`src/rtl/can_bit_counter.sv`:
```
// Bit position counter advanced once per sample point; clr+inc together loads 1.
// Single-cycle update, no backpressure.
module can_bit_counter #(
  parameter int W = 4
) (
  input  logic         clk,
  input  logic         rst_n,
  input  logic         clr,
  input  logic         inc,
  output logic [W-1:0] cnt
);

  always_ff @(posedge clk or negedge rst_n) begin
    if (!rst_n) begin
      cnt <= '0;
    end else if (clr) begin
      cnt <= inc ? W'(1) : '0;
    end else if (inc) begin
      cnt <= cnt + W'(1);
    end
  end

endmodule

```
`config.mk`:
```
export PLATFORM = sky130hd
export DESIGN_NAME = can_bit_counter
export DESIGN_NICKNAME = d
export VERILOG_FILES = /design/src/rtl/can_bit_counter.sv
export SDC_FILE = /design/constraint.sdc
export NUM_CORES = 1
export LEC_CHECK = 0
export CAP_MARGIN = 20
export CORE_AREA = 10 10 47 49
export DETAILED_ROUTE_END_ITERATION = 8
export DIE_AREA = 0 0 57 59
export DONT_BUFFER_PORTS = 1
export PLACE_DENSITY = 0.35
export SLEW_MARGIN = 30
export SYNTH_ARGS = -nofsm -noshare
export SYNTH_HDL_FRONTEND = slang
export SYNTH_SLANG_ARGS = --single-unit
export TNS_END_PERCENT = 30
```
`constraint.sdc`:
```
create_clock -name clk -period 1.7 [get_ports clk]
set_input_delay 0 -clock clk [delete_from_list [all_inputs] [get_ports clk]]
set_output_delay 0 -clock clk [all_outputs]
set_load 0.01 [all_outputs]
```
[Word-level counts from Yosys, hierarchy flattened]
Index checks and enable logic that the tools add are counted.
Storage, ports and cells
  register bits after elaboration: 4
  input port bits: 4
  output and inout port bits: 4
  word-level logic and storage cells: 6
Cells by class
  add/sub/neg operators: 1
  multiplexer cells: 3
  reduce and logical (&&, ||, !) cells: 1
Operator list (number)
  2-to-1 mux 4 bit: 2
  adder 4 x 1 -> 4 bit (second input constant): 1
  nonzero test 2 bit: 1
  2-to-1 mux 1 bit: 1

[Longest topological paths before layout]
  depth after elaboration: 3
  depth in mapped cells: 3
  depth with buffers taken out: 3

[Worst setup path before layout]
OpenSTA, ideal clock, no wires.
  kind: register to register
  start point: register cnt[0]
  end point: register cnt[2]
  setup time: 77 ps
  arrival: 937 ps
  data required time: 1623 ps
  path slack: 685 ps
  stages on the path, launching flop included: 4
  cell sequence: dfrtp_1 -> ha_1 -> a21bo_2 -> a21oi_1
On the way
  cells in the longest elaborated chain, start to end: 3
Ends and longest elaborated chain
  start: declaration: RTL line 10  | output logic [W-1:0] cnt
  start signal: assignment: RTL line 17  | cnt <= inc ? W'(1) : '0;
  start signal: assignment: RTL line 19  | cnt <= cnt + W'(1);
  adder 4 x 1 -> 4 bit: RTL line 19
  2-to-1 mux 4 bit: RTL line 18  | end else if (inc) begin
  2-to-1 mux 4 bit: RTL line 16  | end else if (clr) begin
Every way passes these cells. The select of a mux whose other input is x is not followed.
A chain may end at the register's enable or synchronous reset.

[Final worst setup path]
  start point: register cnt[1]
  end point: register cnt[2]
Same word-level chain as after synthesis.

==> flow_summary.ini <==
[pwr]
p_switching_uw = 67.55
power.sequential.fraction_pct = 44.1
power.density_nw_per_um2 = 965.2
power_leakage_uw = 0.0001258
intPower_uw = 201.8
worst_ir_drop_vdd_mv = 0.2856
switching_share_pct = 25.08
clkPwrFrac_pct = 44.7
share_comb_of_total_power_pct = 11.2

[synth]
synthMostInstantiatedCell = dfrtp_1
asyncSetResetFlopFracSynth_pct = 100.0
ys_top_cells_by_area = dfrtp_1, mux2_4, ha_1, a21bo_2, mux2i_1
synth_largest_area_cell = dfrtp_1
netlist_instances = 16
synth_cell_area_um2 = 195.2
mappedNetlistNets = 21
seq_area_frac_synth_pct = 51.28
syn_area_per_cell_um2 = 12.20
synth.yosys.warnings = 0
netlist.area_leader.share_pct = 51.28
postSynth.topFlopCell = dfrtp_1
synth_enable_flop_cells = 0
postSynthRegisterBits = 4
synth_common_cells = dfrtp_1, nor2_1
netlist-cell-type-count = 12

[cts]
max-clock-path-buffers = 2
htree_levels = 1
cts_inserted_buffers = 3
clkSlewWorstSetupHoldPaths_ns = 0.04
clock_latency_ns = 0.24
cts_tree = done
cts_setup_buffers = 0
cts.root.buffer_cell = clkbuf_4
cts.sinks = 4

[layout]
layout_top_registers = cnt x4
nets = 30
area_of_the_multi_input_gates_um2 = 95.09
final_layout_size_suffix_gt1_share_pct = 26.09
fillCellCount = 161
synthToLayoutAreaGrowth_pct = 42.95
largest_register_ffs = 4
regArea_um2 = 101.3
antenna_cell_count = 0
fin_area_um2 = 279.0
layout.core_utilization_pct = 19.91
biggest_register = cnt

[worst_setup_path]
timing.reg2reg.worst_path_depth = 4
reg2reg_to = cnt[2]$_DFFE_PN0P_
data_required_time_of_the_worst_path_ns = 1.87
crit-reg2reg-launch = cnt[1]$_DFFE_PN0P_
ff2ff_setup_slack_ns = 0.10
type_of_element_launching_the_critical_path = register
critical_path_arrival_ns = 1.77
setup.worst_path.end_class = register
path_class = reg -> reg
critPathMaxFanout = 4

[timing]
timing_max_transition_violations_final = 0
setup-tns-final_ns = 0
grt_setup_unrepaired = no
fmax_ghz = 0.6264
finalSetupViolations = 0
layout_min_cycle_time_ns = 1.597
timing.final.crit_share_pct = 93.91
max_slew.worst_pin.slew_ns = 0.2077
timing.slew.headroom_pct = 86.15
hold_violations = 0
layout_setup_ws_ns = 0.1035
fin_skew_ns = 0.004645

[grt]
grt.met1_usage_pct = 3.823
grt_max_degree = 5
gr-max-usage-layer = met3
first_global_vias = 161
grt.overflow.total = 0
groute.usage.overall_pct = 3.551
use_met3_pct = 4.292
antenna_violations_before_repair = 0
gr-usage-met2_pct = 2.791
grt_first_pass_wirelength_um = 807

[floorplan]
initial_utilization_pct = 13.93
design.core.area_um2 = 1401
floorplan.die_area_um2 = 3363
die_y_extent_um = 59
die_x_um = 57
ioPinCount = 8
rows = 14

[drt]
ant_nets = 0
first_iter_violations = 1
route.detailed.drc = 0
routed_wire_length_per_instance_um = 12.49
detailedRoute.firstPassIterationCount = 2
via_count = 140
routed_via_density = 3.590
wirelength_um = 487

[worst_hold_path]
whs_path_depth = 2
worst_hold_startpoint = clr
holdCritPathClass = in -> reg
hold-path-endpoint = cnt[3]$_DFFE_PN0P_

[place]
gp_routability_congestion = 0.5839
port_buffers = 0
placement.cell_area_um2 = 215.2
pre_cts_ws_ns = 0.6182

[flow_run]
cap_viol_max_count = 0

[status]
status = finished clean
-- power groups by stage --
stage / Combinational (uW) / Sequential (uW) / Clock, uW
finish: 30.2 / 119 / 120
global route: 35.0 / 121 / 137
CTS: 30.6 / 119 / 129
detailed placement: 20.1 / 120 / 0
global placement: 20.2 / 119 / 0
floorplan: 17.7 / 116 / 0
-- worst max path at each step --
stage	from	to	slack, ns	cells past startpoint
floorplan	cnt[0]$_DFFE_PN0P_	cnt[2]$_DFFE_PN0P_	0.69	3
global placement	cnt[1]$_DFFE_PN0P_	cnt[3]$_DFFE_PN0P_	0.63	2
detailed placement	cnt[0]$_DFFE_PN0P_	cnt[2]$_DFFE_PN0P_	0.62	3
CTS	cnt[0]$_DFFE_PN0P_	cnt[2]$_DFFE_PN0P_	0.09	4
global route	cnt[1]$_DFFE_PN0P_	cnt[2]$_DFFE_PN0P_	0.009	4
finish	cnt[1]$_DFFE_PN0P_	cnt[2]$_DFFE_PN0P_	0.10	4
-- cell families (layout without fill, tap and decap cells) --
kind of cell | count (synthesis) | after routing | synth area share, %
and+or+nand+nor | 6 | 6 | 17.32
DFF | 4 | 4 | 51.28
AOI/OAI and AO/OA | 2 | 2 | 7.690
muxes | 2 | 2 | 12.82
adders and majority gates | 1 | 1 | 6.409
xor gates and xnor gates | 1 | 1 | 4.488
buffers and inverters | 0 | 7 | 0
-- worst max-delay path: stages (launching register included) --
cell	delay, ns
dfrtp_1	0.44
ha_1	0.22
a21bo_2	0.21
a21oi_1	0.11
dlygate4sd3_1	0.56
-- placed cells by master, fill, tap and decap left out, types with 2 or more instances in the layout --
| master | count |
|---|---|
| clkbuf_4 | 3 |
| dfrtp_1 | 3 |
| dlygate4sd3_1 | 4 |
| nor2_1 | 2 |
-- layout make-up --
type	count	area share (%)
clock buffer	3	8.072
sequential	4	36.32
tap	16	7.175
timing repair buffer	4	14.35
multi-input combinational	12	34.08
-- through the flow --
| stage | instances | hold slack (ns) | total power, uW |
|---|---|---|---|
| after global routing | 39 | 0.02477 | 292.5 |
| final | 39 | 0.03170 | 269.3 |
| after global placement | 32 | -0.2954 | 139.7 |
| after CTS | 39 | 0.02186 | 278.0 |
| after detailed placement | 32 | -0.2954 | 139.9 |
| after floorplan | 16 | -0.2956 | 133.9 |
-- metal layers --
metal | up-vias | share of wire (%)
li1 | 70 | -
met1 | 62 | 43
met2 | 8 | 33
met3 | 0 | 24
met4 | 0 | 0
met5 | - | 0
-- repair_timing --
item / CTS / global route
endpoints found under the setup margin: 0 / 1
gates resized for setup: 0 / 1
hold endpoints to repair: 7 / 0
hold buffers: 4 / 0
Power figures use the tool's default switching activity.
